[config.mk]
export PLATFORM = sky130hd
export DESIGN_NAME = dispatch_buffer
export DESIGN_NICKNAME = d
export VERILOG_FILES = /design/src/rtl/ppc_types.sv /design/src/rtl/dispatch_fifo.sv /design/src/rtl/dispatch_buffer.sv
export SDC_FILE = /design/constraint.sdc
export NUM_CORES = 1
export LEC_CHECK = 0
export CAP_MARGIN = 20
export CORE_ASPECT_RATIO = 0.75
export CORE_MARGIN = 5
export CORE_UTILIZATION = 33
export CTS_CLUSTER_DIAMETER = 30
export DETAILED_ROUTE_END_ITERATION = 10
export GPL_ROUTABILITY_DRIVEN = 1
export PLACE_DENSITY = 0.58
export RECOVER_POWER = 25
export SLEW_MARGIN = 0
export SYNTH_ARGS = -nofsm -noshare
export SYNTH_HDL_FRONTEND = slang
export SYNTH_SLANG_ARGS = --single-unit
export TNS_END_PERCENT = 1
[constraint.sdc]
create_clock -name clk -period 5.6 [get_ports clk]
set_clock_uncertainty 0.15 [all_clocks]
set_input_delay 1.12 -clock clk [delete_from_list [all_inputs] [get_ports clk]]
set_output_delay 1.12 -clock clk [all_outputs]
set_load 0.01 [all_outputs]
[src/rtl/ppc_types.sv]
// ppc_types: shared decode types plus dispatch routing and side-band flag helpers
package ppc_types;

    typedef enum logic [3:0] {
        EXEC_ADD_SUB,
        EXEC_MUL,
        EXEC_DIV,
        EXEC_LOGICAL,
        EXEC_ROTATE,
        EXEC_COMPARE,
        EXEC_SYSTEM,
        EXEC_TRAP,
        EXEC_LOAD,
        EXEC_STORE,
        EXEC_BRANCH,
        EXEC_NONE
    } exec_unit_e;

    typedef enum logic [2:0] {
        SYS_NONE,
        SYS_MTSPR,
        SYS_MFSPR,
        SYS_MTCR,
        SYS_MFCR
    } sys_op_e;

    typedef struct packed {
        exec_unit_e execute;
        logic       alter_OV;
        logic       alter_CA;
        logic       add_CA;
        logic       alter_CR0;
        logic       shift;
        logic       left;
        logic       sign_extend;
        sys_op_e    sys_op;
    } fixed_point_t;

    typedef struct packed {
        logic [31:0]  pc;
        logic [4:0]   rt;
        logic [4:0]   ra;
        logic [4:0]   rb;
        logic [15:0]  imm;
        fixed_point_t fixed_point;
    } decode_result_t;

    localparam int UNIT_W = 5;
    typedef logic [UNIT_W-1:0] unit_idx_t;

    localparam unit_idx_t UNIT_ADD_SUB = 5'd0;
    localparam unit_idx_t UNIT_MUL     = 5'd1;
    localparam unit_idx_t UNIT_DIV     = 5'd2;
    localparam unit_idx_t UNIT_LOGICAL = 5'd3;
    localparam unit_idx_t UNIT_ROTATE  = 5'd4;
    localparam unit_idx_t UNIT_COMPARE = 5'd5;
    localparam unit_idx_t UNIT_SYSTEM  = 5'd6;
    localparam unit_idx_t UNIT_TRAP    = 5'd7;
    localparam unit_idx_t UNIT_INVALID = 5'h1F;

    typedef struct packed {
        logic write_to_gpr;
        logic write_to_spr;
        logic write_to_cr;
        logic alter_xer;
        logic alter_CR0;
        logic read_xer;
    } dispatch_flags_t;

    typedef struct packed {
        decode_result_t  decode;
        unit_idx_t       unit;
        dispatch_flags_t flags;
    } dispatch_entry_t;

    function automatic unit_idx_t exec_to_unit(input decode_result_t d);
        unit_idx_t u;
        case (d.fixed_point.execute)
            EXEC_ADD_SUB: u = UNIT_ADD_SUB;
            EXEC_MUL:     u = UNIT_MUL;
            EXEC_DIV:     u = UNIT_DIV;
            EXEC_LOGICAL: u = UNIT_LOGICAL;
            EXEC_ROTATE:  u = UNIT_ROTATE;
            EXEC_COMPARE: u = UNIT_COMPARE;
            EXEC_SYSTEM:  u = UNIT_SYSTEM;
            EXEC_TRAP:    u = UNIT_TRAP;
            default:      u = UNIT_INVALID;
        endcase
        return u;
    endfunction

    function automatic dispatch_flags_t dispatch_flags(input decode_result_t d);
        dispatch_flags_t r;
        fixed_point_t    f;
        r = '0;
        f = d.fixed_point;
        case (f.execute)
            EXEC_ADD_SUB: begin
                r.write_to_gpr = 1'b1;
                r.alter_xer    = f.alter_OV | f.alter_CA;
                r.alter_CR0    = f.alter_CR0;
                r.read_xer     = f.add_CA | f.alter_OV | f.alter_CR0;
            end
            EXEC_MUL, EXEC_DIV: begin
                r.write_to_gpr = 1'b1;
                r.alter_xer    = f.alter_OV;
                r.alter_CR0    = f.alter_CR0;
                r.read_xer     = f.alter_CR0;
            end
            EXEC_LOGICAL: begin
                r.write_to_gpr = 1'b1;
                r.alter_CR0    = f.alter_CR0;
                r.read_xer     = f.alter_CR0;
            end
            EXEC_ROTATE: begin
                r.write_to_gpr = 1'b1;
                // only algebraic right shifts touch XER (carry out)
                r.alter_xer    = f.shift & !f.left & f.sign_extend;
                r.alter_CR0    = f.alter_CR0;
                r.read_xer     = f.alter_CR0;
            end
            EXEC_COMPARE: begin
                r.write_to_cr = 1'b1;
                r.read_xer    = 1'b1;
            end
            EXEC_SYSTEM: begin
                r.write_to_gpr = (f.sys_op == SYS_MFSPR) || (f.sys_op == SYS_MFCR);
                r.write_to_spr = f.sys_op == SYS_MTSPR;
                r.write_to_cr  = f.sys_op == SYS_MTCR;
            end
            default: r = '0;
        endcase
        return r;
    endfunction

endpackage

[src/rtl/dispatch_fifo.sv]
// dispatch_fifo: in-order queue of generic entries with flush and occupancy
module dispatch_fifo #(
    parameter type T     = logic,
    parameter int  DEPTH = 4,
    localparam int AW    = $clog2(DEPTH)
) (
    input  logic        clk,
    input  logic        rst_n,
    input  logic        flush,
    input  logic        push,
    input  logic        pop,
    input  T            din,
    output T            dout,
    output logic        full,
    output logic        empty,
    output logic [AW:0] occupancy
);

    T              r_mem [DEPTH];
    logic [AW-1:0] r_wr;
    logic [AW-1:0] r_rd;
    logic [AW:0]   r_count;
    logic          w_push;
    logic          w_pop;

    assign full      = r_count == (AW+1)'(DEPTH);
    assign empty     = r_count == '0;
    assign occupancy = r_count;
    assign dout      = r_mem[r_rd];
    assign w_push    = push && !full && !flush;
    assign w_pop     = pop && !empty && !flush;

    // storage needs no reset; occupancy decides which slots are meaningful
    always_ff @(posedge clk) begin
        if (w_push) r_mem[r_wr] <= din;
    end

    // pointers wrap naturally since DEPTH is a power of two
    always_ff @(posedge clk or negedge rst_n) begin
        if (!rst_n) begin
            r_wr    <= '0;
            r_rd    <= '0;
            r_count <= '0;
        end else if (flush) begin
            r_wr    <= '0;
            r_rd    <= '0;
            r_count <= '0;
        end else begin
            if (w_push) r_wr <= r_wr + AW'(1);
            if (w_pop) r_rd <= r_rd + AW'(1);
            r_count <= r_count + (AW+1)'(w_push) - (AW+1)'(w_pop);
        end
    end

endmodule

[src/rtl/dispatch_buffer.sv]
// dispatch_buffer: queues decoded instructions and issues the head to its execution unit
module dispatch_buffer
    import ppc_types::*;
#(
    parameter int  RS_ID_WIDTH = 5,
    parameter int  NUM_UNITS   = 8,
    parameter int  DEPTH       = 4,
    localparam int OW          = $clog2(DEPTH) + 1
) (
    input  logic                                 clk,
    input  logic                                 rst_n,
    input  logic                                 flush,
    input  logic                                 input_valid,
    output logic                                 input_ready,
    input  decode_result_t                       decode,
    output logic [NUM_UNITS-1:0]                 unit_valid,
    input  logic [NUM_UNITS-1:0]                 unit_ready,
    output decode_result_t                       unit_decode,
    input  logic [NUM_UNITS-1:0][RS_ID_WIDTH-1:0] unit_id,
    output logic                                 dispatched,
    output logic [RS_ID_WIDTH-1:0]               id_taken,
    output logic                                 write_to_gpr,
    output logic                                 write_to_spr,
    output logic                                 write_to_cr,
    output logic                                 alter_xer,
    output logic                                 alter_CR0,
    output logic                                 read_xer,
    output logic                                 invalid_instr,
    output logic [15:0]                          invalid_count,
    output logic [OW-1:0]                        occupancy
);

    unit_idx_t             w_unit_raw;
    unit_idx_t             w_unit;
    dispatch_flags_t       w_flags;
    dispatch_entry_t       w_in;
    dispatch_entry_t       w_head;
    dispatch_flags_t       w_flags_out;
    logic                  w_full;
    logic                  w_empty;
    logic                  w_push;
    logic                  w_pop;
    logic                  w_active;
    logic                  w_inv;
    logic                  w_issue;
    logic                  w_sel_ready;
    logic [NUM_UNITS-1:0]  w_match;
    logic [RS_ID_WIDTH-1:0] w_id;
    logic [15:0]           r_invalid_count;

    // routing and flags are resolved at enqueue so the issue path is just a lookup
    assign w_unit_raw = exec_to_unit(decode);
    assign w_unit     = (int'(w_unit_raw) >= NUM_UNITS) ? UNIT_INVALID : w_unit_raw;
    assign w_flags    = (w_unit == UNIT_INVALID) ? '0 : dispatch_flags(decode);
    assign w_in       = '{decode: decode, unit: w_unit, flags: w_flags};

    assign input_ready = !w_full;
    assign w_push      = input_valid && !w_full && !flush;

    dispatch_fifo #(
        .T     (dispatch_entry_t),
        .DEPTH (DEPTH)
    ) u_fifo (
        .clk       (clk),
        .rst_n     (rst_n),
        .flush     (flush),
        .push      (w_push),
        .pop       (w_pop),
        .din       (w_in),
        .dout      (w_head),
        .full      (w_full),
        .empty     (w_empty),
        .occupancy (occupancy)
    );

    // decode the head's unit index into a select vector, its ready and its allocated ID
    always_comb begin
        w_match     = '0;
        w_sel_ready = 1'b0;
        w_id        = '0;
        for (int i = 0; i < NUM_UNITS; i++) begin
            w_match[i]  = w_head.unit == UNIT_W'(i);
            w_sel_ready = w_sel_ready | (w_match[i] & unit_ready[i]);
            w_id        = w_id | (w_match[i] ? unit_id[i] : '0);
        end
    end

    assign w_active      = !w_empty && !flush;
    assign w_inv         = w_head.unit == UNIT_INVALID;
    assign w_issue       = w_active && !w_inv;
    assign unit_valid    = w_issue ? w_match : '0;
    assign dispatched    = w_issue && w_sel_ready;
    assign invalid_instr = w_active && w_inv;
    assign w_pop         = dispatched || invalid_instr;
    assign unit_decode   = w_head.decode;
    assign id_taken      = dispatched ? w_id : '0;
    assign w_flags_out   = dispatched ? w_head.flags : '0;
    assign write_to_gpr  = w_flags_out.write_to_gpr;
    assign write_to_spr  = w_flags_out.write_to_spr;
    assign write_to_cr   = w_flags_out.write_to_cr;
    assign alter_xer     = w_flags_out.alter_xer;
    assign alter_CR0     = w_flags_out.alter_CR0;
    assign read_xer      = w_flags_out.read_xer;
    assign invalid_count = r_invalid_count;

    // count invalid retirements, sticking at all-ones; flush leaves it alone
    always_ff @(posedge clk or negedge rst_n) begin
        if (!rst_n) begin
            r_invalid_count <= '0;
        end else if (invalid_instr && r_invalid_count != 16'hFFFF) begin
            r_invalid_count <= r_invalid_count + 16'd1;
        end
    end

endmodule

==> impl_metrics.json <==
{
  "drt_wl_total_mm": 33.82,
  "post-route-period-util": 0.9151,
  "portBuffers": 246,
  "synth_most_common_cell": "edfxtp_1",
  "clkTransAtPathRegs_ps": 50,
  "pre_cts_ws_ps": 914.9,
  "stdcell_area_um2": 20170,
  "cts_inserted_buffers": 70,
  "power.density_nw_per_um2": 506.5,
  "post_synth_num_cell_types": 49,
  "maxSlewHeadroom": 0.3472,
  "cp.arrival_ps": 3850,
  "wl_per_cell_um": 20.86,
  "cts_max_level": 3,
  "required_ps": 4330,
  "yosysSeqAreaShare": 0.7639,
  "cts_tree": "yes",
  "clk_latency_ps": 570,
  "first_pass_iters": 4,
  "crit_fanout": 12,
  "start_util": 0.3336,
  "core_um2": 43270,
  "setup_violations": 0,
  "cpMaxStageDelayCell": "mux4_2",
  "rows": 66,
  "placed_area_um2": 17640,
  "grt_max_degree": 81,
  "synthArstFlopShare": 0.06199,
  "vias": 7788,
  "finalCriticalPeriod_ps": 5125,
  "antenna_found_initial": 7,
  "setup_slack_ps": 475.3,
  "cts_hold_buf": 0,
  "io_pins": 247,
  "ys.flop_type": "edfxtp_1",
  "nets": 1125,
  "worst-setup-path-type": "register to primary output",
  "dieArea_um2": 48060,
  "grt_usage": 0.1404,
  "grt_pass1_wl_mm": 51.38,
  "hold_ws_ps": 347.4,
  "yosys_warnings": 0,
  "slew_violations": 0,
  "first_global_vias": 8374,
  "ctsResizeCount": 0,
  "yosys-top-cells-area": "edfxtp_1 (72%), mux4_2 (14%), dfrtp_1 (4.0%), xor2_1 (0.67%), ha_1 (0.61%)",
  "crit_path_end_kind": "primary output",
  "postSynthCellCount": 682,
  "status": "completed",
  "cpPeakStageDelay_ps": 680,
  "path_cells": "mux4_2 -> or3b_2 -> o22ai_2 -> o21ai_2 -> buf_4 -> a31oi_1 -> clkdlybuf4s50_1",
  "avgSynthCellArea_um2": 21.16,
  "syn_nets": 819,
  "yosysTopAreaCell": "edfxtp_1",
  "cts_setup_buffers": 0,
  "cap_violations": 0,
  "remaining_drc_errors": 0,
  "synth_edf_count": 348,
  "max_freq_ghz": 0.1951,
  "yosys-top-cells-count": "edfxtp_1 (348), mux4_2 (87), dfrtp_1 (23), nor2_1 (23)",
  "clock_sinks": 371,
  "cts_buffer_depth": 3,
  "tightest_slew_ps": 979.2,
  "start_kind": "register",
  "gp_congestion": 0.9837,
  "synthesis.area_um2": 14430,
  "drive_above_1_share": 0.2236,
  "power_leakage_nw": 6.723,
  "cts_root_buf": "clkbuf_16",
  "rsz0062_at_grt": "false",
  "hpwl_mm": 21.23,
  "globalRouteOverflowTotal": 0,
  "final_antenna_net_count": 0,
  "drt-initial-drc-count": 369,
  "die_w_um": 251.5,
  "drt-vias-per-instance": 4.804,
  "ys_ff_latch": 371,
  "finalHoldViolCount": 0,
  "setup_tns_ps": 0,
  "holdCritPathClass": "register to register",
  "synth.top_cell.area_share": 0.7240,
  "area_growth_syn_to_layout_pct": 39.74,
  "fill_cells": 3695,
  "dieHeight_um": 191.1,
  "max-vdd-ir-drop_mv": 0.3508
}
==> cells in the final DEF, fill, tap and decap left out, types with 4 or more instances in the layout <==
cell type and n:
mux4_2 87, mux2i_1 4, ha_1 7, clkbuf_16 71
a21oi_1 5, nor4_1 5, clkinv_4 4, nand2_1 13
xnor2_1 8, nor3_1 14, a31oi_1 5, inv_6 7
a221oi_1 6, clkinv_2 5, and3_1 5, nor2_1 23
and2_4 4, inv_1 13, clkdlybuf4s50_1 194, clkbuf_1 7
xor2_1 11, nor2b_1 9, a22oi_1 11, nand3_1 5
clkinvlp_4 5, clkinv_1 9, edfxtp_1 348, dfrtp_1 21
buf_4 15, dlygate4sd3_1 52, a22o_1 5, bufinv_16 13
==> final cells by class <==
class                           instances  area (µm²)  area share
Antenna cell                            1       2.502   0.0001241
Clock buffer                           78        1813     0.08989
Clock inverter                         48       705.7     0.03499
Inverter                               13       48.80    0.002419
Multi-Input combinational cell        268        3224      0.1599
Sequential cell                       371       11030      0.5470
Tap cell                              578       723.2     0.03586
Timing Repair Buffer                  264        2619      0.1298
==> cells by family after synthesis <==
family | synth area share
DFF | 0.7639
and+or+nand+nor | 0.04144
muxes | 0.1393
AOI/OAI and AO/OA | 0.02297
buffers and inverters | 0.01344
xor gates and xnor gates | 0.01153
adders and majority gates | 0.007455
==> path summary, 6_finish.rpt <==
check,start,cells after the start,to,slack [ps]
worst max-delay path,u_fifo.r_rd[0],7,id_taken[0],480
worst min-delay path,invalid_count[14],1,invalid_count[14],350
worst max register to register,u_fifo.r_rd[0],12,u_fifo.occupancy[2],1780
worst min register to register,invalid_count[14],1,invalid_count[14],350
max in group asynchronous,rst_n,2,u_fifo.r_rd[1],3290
min in group asynchronous,rst_n,1,invalid_count[9],720
==> metal layers <==
| metal | global-route usage | wire length (µm) | vias up | share of wire |
|---|---|---|---|---|
| li1 | - | - | 3471 | - |
| met1 | 0.1857 | 14680 | 3938 | 0.43 |
| met2 | 0.2146 | 15420 | 294 | 0.46 |
| met3 | 0.05495 | 2938 | 73 | 0.087 |
| met4 | 0.04532 | 700 | 12 | 0.021 |
| met5 | 0 | 74 | - | 0.0022 |
==> critical path, delay by kind of cell, from the launching register on <==
kind                   cells  cell delay (ps)
buffers and inverters      2              810
muxes                      1              680
AOI/OAI and AO/OA          3              680
DFF                        1              580
and+or+nand+nor            1              510
==> through the flow <==
stage / cells / utilization / total power [mW]
global route: 1620 / 0.4661 / 10.68
global placement: 1493 / 0.4078 / 5.959
floorplan: 682 / - / 4.756
CTS: 1619 / 0.4660 / 10.40
finish: 1621 / 0.4661 / 10.21
detailed placement: 1493 / 0.4078 / 5.960
==> state kept, by name, indices dropped and copies added (netlist names) <==
signal	flops
u_fifo.r_mem	348
u_fifo.r_wr	2
u_fifo.r_rd	2
invalid_count	16
u_fifo.occupancy	3
==> where the power goes <==
part / internal, mW / total (mW) / leakage [nW] / switching [mW]
logic: 1.35 / 2.55 / 2.07 / 1.20
clock network: 2.96 / 4.37 / 1.20 / 1.41
registers: 3.21 / 3.30 / 3.45 / 0.0859
(Power assumes the default switching activity.)
